==> config.mk <==
export PLATFORM = sky130hd
export DESIGN_NAME = pc_flag_unit_flat
export DESIGN_NICKNAME = d
export VERILOG_FILES = /design/src/rtl/pc_flag_pkg.sv /design/src/rtl/pc_flag_unit_if.sv /design/src/rtl/pc_flag_unit_branch_cond_eval.sv /design/src/rtl/pc_flag_unit.sv /design/src/flat_wrapper.sv
export SDC_FILE = /design/constraint.sdc
export NUM_CORES = 1
export LEC_CHECK = 0
export CAP_MARGIN = 40
export CORE_MARGIN = 4
export CORE_UTILIZATION = 33
export CTS_BUF_LIST = sky130_fd_sc_hd__clkbuf_4 sky130_fd_sc_hd__clkbuf_8 sky130_fd_sc_hd__clkbuf_16
export CTS_CLUSTER_DIAMETER = 30
export CTS_CLUSTER_SIZE = 20
export DETAILED_ROUTE_END_ITERATION = 8
export PLACE_DENSITY = 0.77
export SLEW_MARGIN = 20
export SYNTH_ARGS = -nofsm -noshare
export SYNTH_HDL_FRONTEND = slang
export SYNTH_SLANG_ARGS = --single-unit
==> constraint.sdc <==
create_clock -name clk -period 1.6 [get_ports clk]
set_clock_uncertainty 0.05 [all_clocks]
set_input_delay 0.4 -clock clk [delete_from_list [all_inputs] [get_ports clk]]
set_output_delay 0.4 -clock clk [all_outputs]
set_load 0.02 [all_outputs]
==> src/rtl/pc_flag_pkg.sv <==
// pc_flag_pkg: shared types and defaults for the PC/flag stage
// Contents: state_t (IDLE/RUN/DONE), br_cond_t (BR_ALWAYS/BR_EQ/BR_LT/BR_LTE), PC_W_DEF
package pc_flag_pkg;
   localparam int PC_W_DEF = 10;
   typedef enum logic [1:0] {IDLE, RUN, DONE} state_t;
   typedef enum logic [1:0] {BR_ALWAYS = 2'b00, BR_EQ = 2'b01, BR_LT = 2'b10, BR_LTE = 2'b11} br_cond_t;
endpackage

==> src/rtl/pc_flag_unit_if.sv <==
// pc_flag_unit_if: control/status bundle between decoder/ALU and the PC/flag stage
// master drives start, stall, done_instr, flag_we, alu_equal, alu_less_than, branch_en, branch_cond, branch_target
// slave drives pc, flag_eq, flag_lt, taken, running, done, instr_count, taken_count
interface pc_flag_unit_if import pc_flag_pkg::*; #(parameter int PC_W = PC_W_DEF) ();
   logic            start;
   logic            stall;
   logic            done_instr;
   logic            flag_we;
   logic            alu_equal;
   logic            alu_less_than;
   logic            branch_en;
   br_cond_t        branch_cond;
   logic [PC_W-1:0] branch_target;
   logic [PC_W-1:0] pc;
   logic            flag_eq;
   logic            flag_lt;
   logic            taken;
   logic            running;
   logic            done;
   logic [15:0]     instr_count;
   logic [15:0]     taken_count;
   modport master (
      output start, stall, done_instr, flag_we, alu_equal, alu_less_than, branch_en, branch_cond, branch_target,
      input  pc, flag_eq, flag_lt, taken, running, done, instr_count, taken_count
   );
   modport slave (
      input  start, stall, done_instr, flag_we, alu_equal, alu_less_than, branch_en, branch_cond, branch_target,
      output pc, flag_eq, flag_lt, taken, running, done, instr_count, taken_count
   );
endinterface

==> src/rtl/pc_flag_unit_branch_cond_eval.sv <==
// branch_cond_eval: maps a branch condition and the registered flags to a match bit
// Ports: i_cond (condition code), i_flag_eq, i_flag_lt (registered flags), o_match
module branch_cond_eval import pc_flag_pkg::*; (
   input  br_cond_t i_cond,
   input  logic     i_flag_eq,
   input  logic     i_flag_lt,
   output logic     o_match
);
   assign o_match = (i_cond == BR_ALWAYS) ? 1'b1 :
                    (i_cond == BR_EQ)     ? i_flag_eq :
                    (i_cond == BR_LT)     ? i_flag_lt : (i_flag_eq | i_flag_lt);
endmodule

==> src/rtl/pc_flag_unit.sv <==
// pc_flag_unit: program counter, condition flags and run/done sequencing behind the ALU
// Ports: clk, rst_n (async active-low), bus (pc_flag_unit_if.slave)
// Optional: define PC_FLAG_PERF_CNT_EN to build saturating retired/taken counters; otherwise they read 0
module pc_flag_unit import pc_flag_pkg::*; #(
   parameter int              PC_W       = PC_W_DEF,
   parameter logic [PC_W-1:0] START_ADDR = '0
) (
   input logic           clk,
   input logic           rst_n,
   pc_flag_unit_if.slave bus
);
   state_t          r_state, w_state_nx;
   logic [PC_W-1:0] r_pc, w_pc_nx;
   logic            r_eq, r_lt, w_eq_nx, w_lt_nx;
   logic            w_adv, w_start, w_match, w_taken;
   assign w_adv   = (r_state == RUN) & ~bus.stall;
   // start is only honoured outside RUN
   assign w_start = bus.start & (r_state != RUN);
   branch_cond_eval u_eval (
      .i_cond    (bus.branch_cond),
      .i_flag_eq (r_eq),
      .i_flag_lt (r_lt),
      .o_match   (w_match)
   );
   // halt suppresses any redirect; branches see the flags as they were before this cycle
   assign w_taken = bus.branch_en & w_adv & w_match & ~bus.done_instr;
   always_comb begin
      w_state_nx = r_state;
      w_pc_nx    = r_pc;
      w_eq_nx    = r_eq;
      w_lt_nx    = r_lt;
      if (w_start) begin
         w_state_nx = RUN;
         w_pc_nx    = START_ADDR;
         w_eq_nx    = 1'b0;
         w_lt_nx    = 1'b0;
      end else if (w_adv) begin
         w_eq_nx    = bus.flag_we ? bus.alu_equal : r_eq;
         w_lt_nx    = bus.flag_we ? bus.alu_less_than : r_lt;
         w_state_nx = bus.done_instr ? DONE : RUN;
         w_pc_nx    = bus.done_instr ? r_pc : w_taken ? bus.branch_target : r_pc + PC_W'(1);
      end
   end
   always_ff @(posedge clk or negedge rst_n) begin
      if (!rst_n) begin
         r_state <= IDLE;
         r_pc    <= START_ADDR;
         r_eq    <= 1'b0;
         r_lt    <= 1'b0;
      end else begin
         r_state <= w_state_nx;
         r_pc    <= w_pc_nx;
         r_eq    <= w_eq_nx;
         r_lt    <= w_lt_nx;
      end
   end
   assign bus.pc      = r_pc;
   assign bus.flag_eq = r_eq;
   assign bus.flag_lt = r_lt;
   assign bus.taken   = w_taken;
   assign bus.running = (r_state == RUN);
   assign bus.done    = (r_state == DONE);
`ifdef PC_FLAG_PERF_CNT_EN
   logic [15:0] r_icnt, r_tcnt;
   always_ff @(posedge clk or negedge rst_n) begin
      if (!rst_n) begin
         r_icnt <= '0;
         r_tcnt <= '0;
      end else if (w_start) begin
         r_icnt <= '0;
         r_tcnt <= '0;
      end else begin
         if (w_adv && r_icnt != 16'hFFFF) r_icnt <= r_icnt + 16'd1;
         if (w_taken && r_tcnt != 16'hFFFF) r_tcnt <= r_tcnt + 16'd1;
      end
   end
   assign bus.instr_count = r_icnt;
   assign bus.taken_count = r_tcnt;
`else
   assign bus.instr_count = 16'd0;
   assign bus.taken_count = 16'd0;
`endif
endmodule

==> src/flat_wrapper.sv <==
// flat-port wrapper written by rule: the top's interface ports become plain ports
module pc_flag_unit_flat import pc_flag_pkg::*;
#(
   parameter int              PC_W       = PC_W_DEF,
   parameter logic [PC_W-1:0] START_ADDR = '0
)
  (clk, rst_n, bus_start, bus_stall, bus_done_instr, bus_flag_we, bus_alu_equal, bus_alu_less_than, bus_branch_en, bus_branch_cond, bus_branch_target, bus_pc, bus_flag_eq, bus_flag_lt, bus_taken, bus_running, bus_done, bus_instr_count, bus_taken_count);
  pc_flag_unit_if #(.PC_W(PC_W)) bus_i ();
  input logic clk;
  input logic rst_n;
  input wire logic [$bits(bus_i.start)-1:0] bus_start;
  input wire logic [$bits(bus_i.stall)-1:0] bus_stall;
  input wire logic [$bits(bus_i.done_instr)-1:0] bus_done_instr;
  input wire logic [$bits(bus_i.flag_we)-1:0] bus_flag_we;
  input wire logic [$bits(bus_i.alu_equal)-1:0] bus_alu_equal;
  input wire logic [$bits(bus_i.alu_less_than)-1:0] bus_alu_less_than;
  input wire logic [$bits(bus_i.branch_en)-1:0] bus_branch_en;
  input wire logic [$bits(bus_i.branch_cond)-1:0] bus_branch_cond;
  input wire logic [$bits(bus_i.branch_target)-1:0] bus_branch_target;
  output wire logic [$bits(bus_i.pc)-1:0] bus_pc;
  output wire logic [$bits(bus_i.flag_eq)-1:0] bus_flag_eq;
  output wire logic [$bits(bus_i.flag_lt)-1:0] bus_flag_lt;
  output wire logic [$bits(bus_i.taken)-1:0] bus_taken;
  output wire logic [$bits(bus_i.running)-1:0] bus_running;
  output wire logic [$bits(bus_i.done)-1:0] bus_done;
  output wire logic [$bits(bus_i.instr_count)-1:0] bus_instr_count;
  output wire logic [$bits(bus_i.taken_count)-1:0] bus_taken_count;
  assign bus_i.start = bus_start;
  assign bus_i.stall = bus_stall;
  assign bus_i.done_instr = bus_done_instr;
  assign bus_i.flag_we = bus_flag_we;
  assign bus_i.alu_equal = bus_alu_equal;
  assign bus_i.alu_less_than = bus_alu_less_than;
  assign bus_i.branch_en = bus_branch_en;
  assign bus_i.branch_cond = bus_branch_cond;
  assign bus_i.branch_target = bus_branch_target;
  assign bus_pc = bus_i.pc;
  assign bus_flag_eq = bus_i.flag_eq;
  assign bus_flag_lt = bus_i.flag_lt;
  assign bus_taken = bus_i.taken;
  assign bus_running = bus_i.running;
  assign bus_done = bus_i.done;
  assign bus_instr_count = bus_i.instr_count;
  assign bus_taken_count = bus_i.taken_count;
  pc_flag_unit #(.PC_W(PC_W), .START_ADDR(START_ADDR)) u_core (.clk(clk), .rst_n(rst_n), .bus(bus_i));
endmodule
### After elaboration in Yosys (flattened, before gate mapping)

Cells that the tools add are included.

* flip-flop bits (word level): 14
* input bits: 21
* output and inout port bits: 47
* logic and storage cells: 40

* add/sub/neg operators: 1
* equal/unequal tests: 6
* multiplexer cells: 16
* bitwise operators: 8
* reduce and logical (&&, ||, !) cells: 5

Operator list (number)
* two-way mux 10 bit: 4
* adder 10 x 1 -> 10 bit, second input constant: 1
* two-way mux 1 bit: 9
* two-way mux 2 bit: 3
* AND 1 bit: 5
* equality test 2 x 1 -> 1 bit, second input constant: 2
* equality test 2 bit, second input constant: 2
* inequality test 2 x 1 -> 1 bit, second input constant: 2
* AND reduction 2 bit: 2
* nonzero test 2 bit: 2
* logical NOT 2 bit: 1
* inverter 1 bit: 2
* bitwise OR 1 bit: 1

### Longest topological paths before layout

Gate-level depths: netlist of the first run.

* word-level depth: 10
* mapped depth: 6
* mapped depth without buffers: 6

### Modules after synthesis

Synthesis of the first run repeated with hierarchy kept, for this count alone.

* cell total of the unflattened synthesis: 130
* area total of the unflattened synthesis: 1092.3 um2

Modules (own cells, without submodules)
* pc_flag_unit: instances 1, cells an instance 128, area each 1079.8 um2, seq. area each 350.3 um2
* branch_cond_eval: instances 1, cells an instance 2, area each 12.5 um2, seq. area each 0.0 um2

### Least setup slack after synthesis of the first run

OpenSTA, ideal clock, no wires.

* path kind: flip-flop to flip-flop
* from: register u_core.r_lt, in the netlist u_core.bus.flag_lt
* to: register u_core.r_pc[7], in the netlist u_core.bus.pc[7]
* setup time: 0.126 ns
* data arrival time: 1.451 ns
* required time: 1.424 ns
* path slack: -0.027 ns
* cell stages (with the launch flop): 5
* path buffers: 0
* period minus slack after synthesis: 1.627 ns
* path through: dfrtp_1 a22o_1 o21a_1 and2_4 a221o_1

* word-level cells in the longest chain between the ends: 10

RTL lines
* start: declaration: line pc_flag_unit.sv:14 `logic r_eq, r_lt, w_eq_nx, w_lt_nx;`
* start signal: assignment: line pc_flag_unit.sv:54 `r_lt <= w_lt_nx;`
* bitwise OR 1 bit: line pc_flag_unit_branch_cond_eval.sv:11 `(i_cond == BR_LT) ? i_flag_lt : (i_flag_eq | i_flag_lt);`
* two-way mux 1 bit (*): line pc_flag_unit_branch_cond_eval.sv:11
* two-way mux 1 bit (*): line pc_flag_unit_branch_cond_eval.sv:10 `(i_cond == BR_EQ) ? i_flag_eq :`
* two-way mux 1 bit (*): line pc_flag_unit_branch_cond_eval.sv:9 `assign o_match = (i_cond == BR_ALWAYS) ? 1'b1 :`
* AND 1 bit (*) (2 in series): line pc_flag_unit.sv:26 `assign w_taken = bus.branch_en & w_adv & w_match & ~bus.done_instr;`
* via bus_taken: line flat_wrapper.sv:23 `output wire logic [$bits(bus_i.taken)-1:0] bus_taken;`
* two-way mux 10 bit (*) (2 in series): line pc_flag_unit.sv:41 `w_pc_nx = bus.done_instr ? r_pc : w_taken ? bus.branch_target : r_pc + PC_W'(1);`
* two-way mux 10 bit (*): line pc_flag_unit.sv:37 `end else if (w_adv) begin`
* two-way mux 10 bit (*): line pc_flag_unit.sv:32 `if (w_start) begin`
* end signal: assignment: line pc_flag_unit.sv:52 `r_pc <= w_pc_nx;`
* end: declaration: line pc_flag_unit.sv:13 `logic [PC_W-1:0] r_pc, w_pc_nx;`

Mark *: on every way through the listed nets, which the timed path passes. The rest lies on a longest branch. The select of a mux whose other input is x is not followed.
A chain may end at the register's enable or synchronous reset.

### Worst setup path in the final report of the first run

* from: register u_core.r_lt, in the netlist u_core.bus.flag_lt
* to: output port bus_taken

* word-level cells in the longest chain between the ends: 6

RTL lines (line)
* bitwise OR 1 bit: pc_flag_unit_branch_cond_eval.sv:11
* two-way mux 1 bit (*): pc_flag_unit_branch_cond_eval.sv:11
* two-way mux 1 bit (*): pc_flag_unit_branch_cond_eval.sv:10
* two-way mux 1 bit (*): pc_flag_unit_branch_cond_eval.sv:9
* AND 1 bit (*) (2 in series): pc_flag_unit.sv:26
* end: declaration: flat_wrapper.sv:23

Mark *: on every way between the ends. The rest lies on a longest branch, timed or not.

==> flow_summary.json, run 1 <==
{
  "path_class": "reg2out",
  "syn_avg_cell_area_um2": 8.69,
  "fin_cells": 231,
  "fin_ws_ns": -0.245,
  "ys_warn_count": 0,
  "nets": 210,
  "grt_util_all_layers_pct": 12.7,
  "status": "complete, but fails checks",
  "tritoncts": "built",
  "cts_root_buf": "clkbuf_4",
  "via_per_inst": 4.51,
  "wl_um": 3030,
  "cts_buffers": 3,
  "fmax_mhz": 542,
  "nFillCells": 296,
  "end_kind": "output port",
  "synthCells": 123,
  "dp.cells": 217,
  "crit_required_ns": 1.15,
  "violations": "setup timing",
  "synth_cell_types": 31,
  "overflow": 0,
  "hold_viol_final": 0,
  "leakage_nw": 0.820,
  "start_util_pct": 34.7,
  "yosys_register_bits": 14,
  "grt_pass1_wl_um": 4220,
  "power.density_nw_per_um2": 1130,
  "routedWlPerCell_um": 13.1,
  "cts_buffer_depth": 2,
  "synth_top_area_cell": "dfrtp_1",
  "antennaDiodeCount": 0,
  "rsz0062_at_grt": "true",
  "hold-worst-slack_ns": 0.376,
  "grt_pass1_vias": 934,
  "drc_errors": 0,
  "antenna_left": 0,
  "ys_seq_area_share_pct": 32.8,
  "syn_to_final_growth_pct": 59.6,
  "drive_above_1_share_pct": 34.8,
  "arrival_ns": 1.40,
  "row_count": 20,
  "yosysTopAreaCellShare_pct": 32.8,
  "dr.pass1.iters": 4,
  "path_max_fanout": 2,
  "antenna_found_initial": 0,
  "max_cap_violations": 0,
  "peakVddDrop_mv": 0.494,
  "portBuffers": 35,
  "report.final.slew_viol_count": 0,
  "vias": 1042,
  "dp_hpwl_um": 2090,
  "holdCritPathClass": "in2async",
  "numClockSinks": 14,
  "io_pins": 68,
  "routabilityCongestion": 0.785,
  "grt_max_degree": 17,
  "fin_crit_sh_pct": 115,
  "drt_iter0_markers": 30,
  "critPathLaunchType": "flip-flop",
  "clk_pin_slew_ns": 0.09,
  "synthTopCellsByArea": "dfrtp_1 (33%), buf_4 (22%), a21oi_1 (5.2%), o21ai_0 (4.7%), o2bb2ai_1 (4.1%)",
  "period_needed_ns": 1.85,
  "dp_slack_ns": -0.808,
  "dieArea_um2": 4210,
  "coreArea_um2": 3080,
  "clk_latency_ns": 0.29,
  "die_h_um": 64.9,
  "die_w_um": 64.9,
  "setup_viol": 10,
  "htreeDepth": 1,
  "synth_area_um2": 1070
}
-- what timing repair did --
action                                  in CTS  in global routing
endpoints found under the setup margin      26                 13
buffers inserted                             1                 10
pin swaps                                    4                  7
hold buffers                                 0                  0
gates resized for setup                     43                 34
-- registers in the layout, summed over array words and instances (netlist names) --
register	flops
u_core.r_state	2
u_core.bus.flag_eq	1
u_core.bus.flag_lt	1
u_core.bus.pc	10
-- where the power goes --
part / total, W / internal, W / leakage, nW / switching (W)
Clock: 0.000235 / 0.000114 / 0.0184 / 0.000121
Combinational: 0.00117 / 0.000553 / 0.616 / 0.000617
Sequential: 0.000521 / 0.000446 / 0.185 / 0.0000753
-- cell families after synthesis --
group | after synthesis | synth area share, %
AO/OA/AOI/OAI | 32 | 19.0
AND/OR/NAND/NOR | 38 | 21.1
other | 1 | 0.351
buffers and inverters | 36 | 24.7
adder cells (fa/ha/maj) | 1 | 1.17
flip-flops | 14 | 32.8
multiplexers | 1 | 0.937
-- cell type report --
| type | count | area, um^2 | area share (%) |
|---|---|---|---|
| clock buffer | 4 | 30.0 | 1.76 |
| inverter | 2 | 10.0 | 0.587 |
| multi-input combinational | 104 | 699 | 41.0 |
| sequential | 14 | 353 | 20.7 |
| tap | 44 | 55.1 | 3.23 |
| timing repair buffer | 63 | 558 | 32.7 |
-- path summary, 6_finish.rpt --
check                                   start                 to  slack, ns  depth (start not counted)
min                                     rst_n  u_core.r_state[0]       0.38                          2
max reg2reg                u_core.bus.flag_lt   u_core.bus.pc[4]      -0.15                          8
min reg2reg                  u_core.bus.pc[8]   u_core.bus.pc[8]       0.54                          1
max                        u_core.bus.flag_lt          bus_taken      -0.25                          4
min in group clk             u_core.bus.pc[8]   u_core.bus.pc[8]       0.54                          1
max in group asynchronous               rst_n   u_core.bus.pc[0]       0.94                          2
-- placed cells by master, fill, tap and decap left out, types with 2 or more instances in the layout --
cell type and n:
o2bb2ai_1 4, clkbuf_4 4, nand2_1 6, a221o_1 2
dfrtp_1 12, buf_4 26, a21oi_2 4, dlygate4sd2_1 13
a21oi_1 7, dfrtp_2 2, a22o_1 3, nand2b_4 2
o21ai_2 5, nand4_1 2, o21ai_0 3, nand3_1 2
nor3_2 2, clkdlybuf4s50_1 17, buf_8 2, nor3b_2 4
o21ai_1 2, conb_1 32, and3_1 3, buf_6 3
nor2_1 6
-- per-layer routing --
layer  GRT usage, %  share of wire (%)  vias to the layer above
met5              0                  0                        -
met4           3.96                1.1                        0
met3           2.77                8.5                        5
met2           20.3                 51                       50
met1           17.1                 39                      482
li1               -                  -                      505
-- stage by stage --
stage                     setup TNS [ns]  cell area [um^2]  util (%)  total power, W
after global routing               -1.64              1710      55.4         0.00206
after CTS                         -0.357              1540      49.9         0.00177
final                             -0.867              1710      55.4         0.00193
after global placement             -6.56              1470      47.8         0.00149
after detailed placement           -6.85              1470      47.8         0.00150
after floorplan                        0              1190         -         0.00109
-- synthesized netlist by cell type --
library cell  count
nand3_1           2
or2_2             1
a22o_1            3
nor4b_2           1
dfrtp_1          14
and2_4            1
buf_2             1
nand2_2           1
o2bb2ai_1         5
nand2b_1          1
nand4_1           2
nor2b_1           1
nor3b_1           4
mux2i_1           1
nor2_1            6
ha_1              1
nand2b_4          1
buf_4            32
o21ai_0          10
nand2_1           6
a21oi_1          11
a221o_1           2
nor4_1            1
buf_6             1
nor3_1            3
inv_1             2
conb_1            1
and3_1            4
o21a_1            1
or3_1             2
and2_1            1
-- worst max-delay path, cell delays in order (launching register included) --
cell and delay [ns]:
dfrtp_2 0.41, a22o_1 0.20, o21a_1 0.20, and2_4 0.17
buf_6 0.12
Power figures use the tool's default switching activity.
==> run 2: changes to the inputs <==
MAX_ROUTING_LAYER = met4   (was not set)
==> flow_summary.json, run 2 (synthesized netlist as in run 1, its figures left out) <==
{
  "status": "complete, but fails checks",
  "violations": "setup timing",
  "leakage_nw": 0.820,
  "fmax_mhz": 542,
  "wl_um": 3030,
  "rsz0062_at_grt": "true",
  "slowest_stage": "dfrtp_2",
  "tritoncts": "built",
  "drc_errors": 0,
  "vias": 1042,
  "fin_crit_sh_pct": 115,
  "r2r_slack_ns": -0.15,
  "place_area_um2": 1470,
  "crit_required_ns": 1.15,
  "coreArea_um2": 3080,
  "setup_viol": 10,
  "hold-worst-slack_ns": 0.376,
  "antenna_found_initial": 0,
  "grt_util_all_layers_pct": 13.1,
  "dieArea_um2": 4210,
  "overflow": 0,
  "portBuffers": 35,
  "path_cells": "a22o_1 > o21a_1 > and2_4 > buf_6",
  "largest_register_ffs": 10,
  "mostFrequentLayoutCells": "conb_1 (32), buf_4 (26), clkdlybuf4s50_1 (17)",
  "clk_pin_slew_ns": 0.09,
  "power.density_nw_per_um2": 1130,
  "grt_pass1_wl_um": 4220,
  "cts_buffers": 3,
  "die_h_um": 64.9,
  "syn_to_final_growth_pct": 59.6,
  "grt_max_degree": 17,
  "arrival_ns": 1.40,
  "utilization_pct": 55.4,
  "p_total_w": 0.00193,
  "dp.cells": 217,
  "antenna_left": 0,
  "nets": 210,
  "period_needed_ns": 1.85,
  "cts_root_buf": "clkbuf_4",
  "grt_pass1_vias": 934,
  "end_kind": "output port",
  "cts_buffer_depth": 2,
  "max_cap_violations": 0,
  "numClockSinks": 14,
  "peakVddDrop_mv": 0.494,
  "io_pins": 68,
  "fin_ws_ns": -0.245,
  "holdCritPathClass": "in2async",
  "fin_cells": 231,
  "r2r-start": "u_core.bus.flag_lt",
  "path_class": "reg2out",
  "report.final.slew_viol_count": 0,
  "r2r_cells": 8,
  "path_max_fanout": 2,
  "die_w_um": 64.9,
  "dp_hpwl_um": 2090,
  "fin_area_um2": 1710,
  "via_per_inst": 4.51,
  "final_common_cell": "conb_1",
  "hold_viol_final": 0,
  "clk_latency_ns": 0.29,
  "max_stage_delay_ns": 0.41,
  "dr.pass1.iters": 4,
  "routedWlPerCell_um": 13.1,
  "start_util_pct": 34.7,
  "rr_endpoint": "u_core.bus.pc[4]",
  "antennaDiodeCount": 0,
  "routabilityCongestion": 0.796,
  "critPathLaunchType": "flip-flop",
  "drive_above_1_share_pct": 34.8,
  "drt_iter0_markers": 30,
  "row_count": 20,
  "htreeDepth": 1,
  "ctsHoldBuffers": 0
}
-- run 2: routing by layer --
layer / up-vias / GRT usage (%) / part of all wire [%]
met1: 482 / 17.2 / 39
li1: 505 / - / -
met2: 50 / 20.3 / 51
met5: - / - / 0
met3: 5 / 2.60 / 8.4
met4: 0 / 3.96 / 1.1
-- run 2: critical path: cells and delay by family (launching register included) --
family	cells	cell delay (ns)
AND/OR/NAND/NOR	1	0.17
flip-flops	1	0.41
buffers and inverters	1	0.12
AO/OA/AOI/OAI	2	0.40
-- run 2: worst max path at each step --
stage	depth (start not counted)	slack (ns)	startpoint	end
final	4	-0.25	u_core.bus.flag_lt	bus_taken
after global routing	4	-0.28	u_core.bus.flag_lt	bus_taken
after CTS	4	-0.25	u_core.bus.flag_lt	bus_taken
after detailed placement	5	-0.81	bus_branch_cond[1]	bus_taken
after global placement	5	-0.80	bus_branch_cond[1]	bus_taken
after floorplan	4	0.0006	u_core.bus.flag_lt	u_core.bus.pc[7]
-- run 2: area by class of cell --
| cell class | instances | area [um^2] |
|---|---|---|
| clock buffers | 4 | 30.0 |
| multi-input cells | 104 | 699 |
| inverters | 2 | 10.0 |
| well taps | 44 | 55.1 |
| flip-flops and latches | 14 | 353 |
| fillers | 296 | 1370 |
| repair buffers | 63 | 558 |
-- run 2: per-stage QoR --
step	worst slack (ns)	TNS [ns]
6_report	-0.245	-0.867
5_1_grt	-0.284	-1.64
4_1_cts	-0.250	-0.357
3_5_place_dp	-0.808	-6.85
3_3_place_gp	-0.800	-6.56
2_1_floorplan	0.000566	0
-- run 2: timing repair --
action,4_1_cts,5_1_grt
buffers inserted,1,10
endpoints found under the setup margin,26,13
pin swaps,4,7
gates resized for setup,43,34
-- run 2: power by group --
part / switching [W] / internal, W
Clock: 0.000121 / 0.000114
Sequential: 0.0000753 / 0.000446
Combinational: 0.000617 / 0.000553
==> run 3: changes to the inputs <==
CORE_UTILIZATION = 36   (was 33)
PLACE_DENSITY = 0.79   (was 0.77)
clock period = 1.9 ns   (was 1.6 ns; I/O delays follow)
==> flow_summary.json, run 3 (synthesized netlist as in run 1, its figures left out) <==
{
  "status": "complete, no violations",
  "tritoncts": "built",
  "cts_buffers": 3,
  "power.density_nw_per_um2": 961,
  "grt_max_degree": 17,
  "leakage_nw": 0.827,
  "fin_ws_ns": 0.0153,
  "clk_pin_slew_ns": 0.09,
  "antennaDiodeCount": 0,
  "dieArea_um2": 3900,
  "antenna_left": 0,
  "path_class": "in2out",
  "grt_pass1_wl_um": 4180,
  "portBuffers": 35,
  "r2r-start": "u_core.bus.pc[0]",
  "numClockSinks": 14,
  "end_kind": "output port",
  "rsz0062_at_grt": "true",
  "setup_viol": 0,
  "critPathLaunchType": "primary input",
  "die_h_um": 62.5,
  "cts_root_buf": "clkbuf_4",
  "start_util_pct": 38.1,
  "largest_register_ffs": 10,
  "tns_ns": 0,
  "fmax_mhz": 531,
  "dr.pass1.iters": 4,
  "antenna_found_initial": 0,
  "vias": 973,
  "grt_util_all_layers_pct": 13.4,
  "mostFrequentLayoutCells": "conb_1 (32), clkdlybuf4s50_1 (19), dfrtp_1 (14)",
  "syn_to_final_growth_pct": 37.4,
  "via_per_inst": 4.82,
  "htreeDepth": 1,
  "period_needed_ns": 1.88,
  "ctsHoldBuffers": 0,
  "holdCritPathClass": "in2async",
  "nets": 194,
  "coreArea_um2": 2810,
  "r2r_cells": 6,
  "row_count": 19,
  "r2r_slack_ns": 0.22,
  "arrival_ns": 1.36,
  "report.final.slew_viol_count": 0,
  "dp_slack_ns": -0.625,
  "drive_above_1_share_pct": 14.6,
  "io_pins": 68,
  "max_cap_violations": 0,
  "overflow": 0,
  "clk_latency_ns": 0.28,
  "crit_required_ns": 1.37,
  "utilization_pct": 52.3,
  "place_area_um2": 1400,
  "hold_viol_final": 0,
  "peakVddDrop_mv": 0.419,
  "die_w_um": 62.5,
  "grt_pass1_vias": 936,
  "rr_endpoint": "u_core.bus.pc[8]",
  "fin_crit_sh_pct": 99.2,
  "drc_errors": 0,
  "final_common_cell": "conb_1",
  "drt_iter0_markers": 14,
  "cts_buffer_depth": 2,
  "fin_area_um2": 1470,
  "wl_um": 2650,
  "path_max_fanout": 2,
  "routabilityCongestion": 0.728,
  "routedWlPerCell_um": 13.1,
  "dp_hpwl_um": 2060
}
==> run 3: cell types whose count changed in the layout (fill, tap and decap cells not counted), sizes merged <==
| cell | before | now |
|---|---|---|
| dlymetal6s2s | 0 | 10 |
| clkdlybuf4s15 | 1 | 0 |
| clkdlybuf4s50 | 17 | 19 |
| buf | 31 | 13 |
| dlygate4sd2 | 13 | 4 |
==> run 3: final cells by class <==
| cell class | instances | area [um^2] |
|---|---|---|
| clock buffer | 4 | 36.3 |
| fill | 273 | 1340 |
| inverter | 2 | 7.51 |
| multi-input combinational | 104 | 578 |
| sequential | 14 | 350 |
| tap | 31 | 38.8 |
| timing repair buffer | 47 | 457 |
==> run 3: timing repair <==
| action | in CTS | in global routing |
|---|---|---|
| pin swaps | 0 | 4 |
| setup buffers | 0 | 1 |
| resized for setup | 12 | 14 |
| endpoints found under the setup margin | 13 | 16 |
==> run 3: worst max-delay path by stage <==
stage | from | to | cells past startpoint
CTS | bus_branch_cond[1] | bus_taken | 5
global route | u_core.bus.flag_lt | bus_taken | 4
finish | bus_branch_en | bus_taken | 4
floorplan | u_core.bus.flag_lt | bus_taken | 3
detailed placement | bus_branch_cond[1] | bus_taken | 5
global placement | bus_branch_cond[1] | bus_taken | 5
==> run 3: through the flow <==
step / power [W] / hold WS, ns / instances
floorplan: 0.000910 / 0.129 / 154
global placement: 0.00120 / 0.484 / 197
detailed placement: 0.00122 / 0.503 / 197
CTS: 0.00142 / 0.452 / 201
global route: 0.00151 / 0.468 / 202
finish: 0.00141 / 0.450 / 202
==> run 3: worst max-delay path, stage by stage <==
cell and delay (ns):
clkdlybuf4s50_1 0.47, o21a_1 0.15, and2_4 0.16, buf_6 0.11
==> run 3: layer usage <==
layer | part of all wire, % | track usage (%)
met5 | 0 | -
met4 | 0.38 | 4.68
met3 | 6.9 | 3.24
met2 | 53 | 22.6
met1 | 39 | 15.5
==> run 3: where the power goes <==
group | internal [W] | switching, W
clock | 0.000116 | 0.000103
combinational | 0.000330 | 0.000404
sequential | 0.000372 | 0.0000847
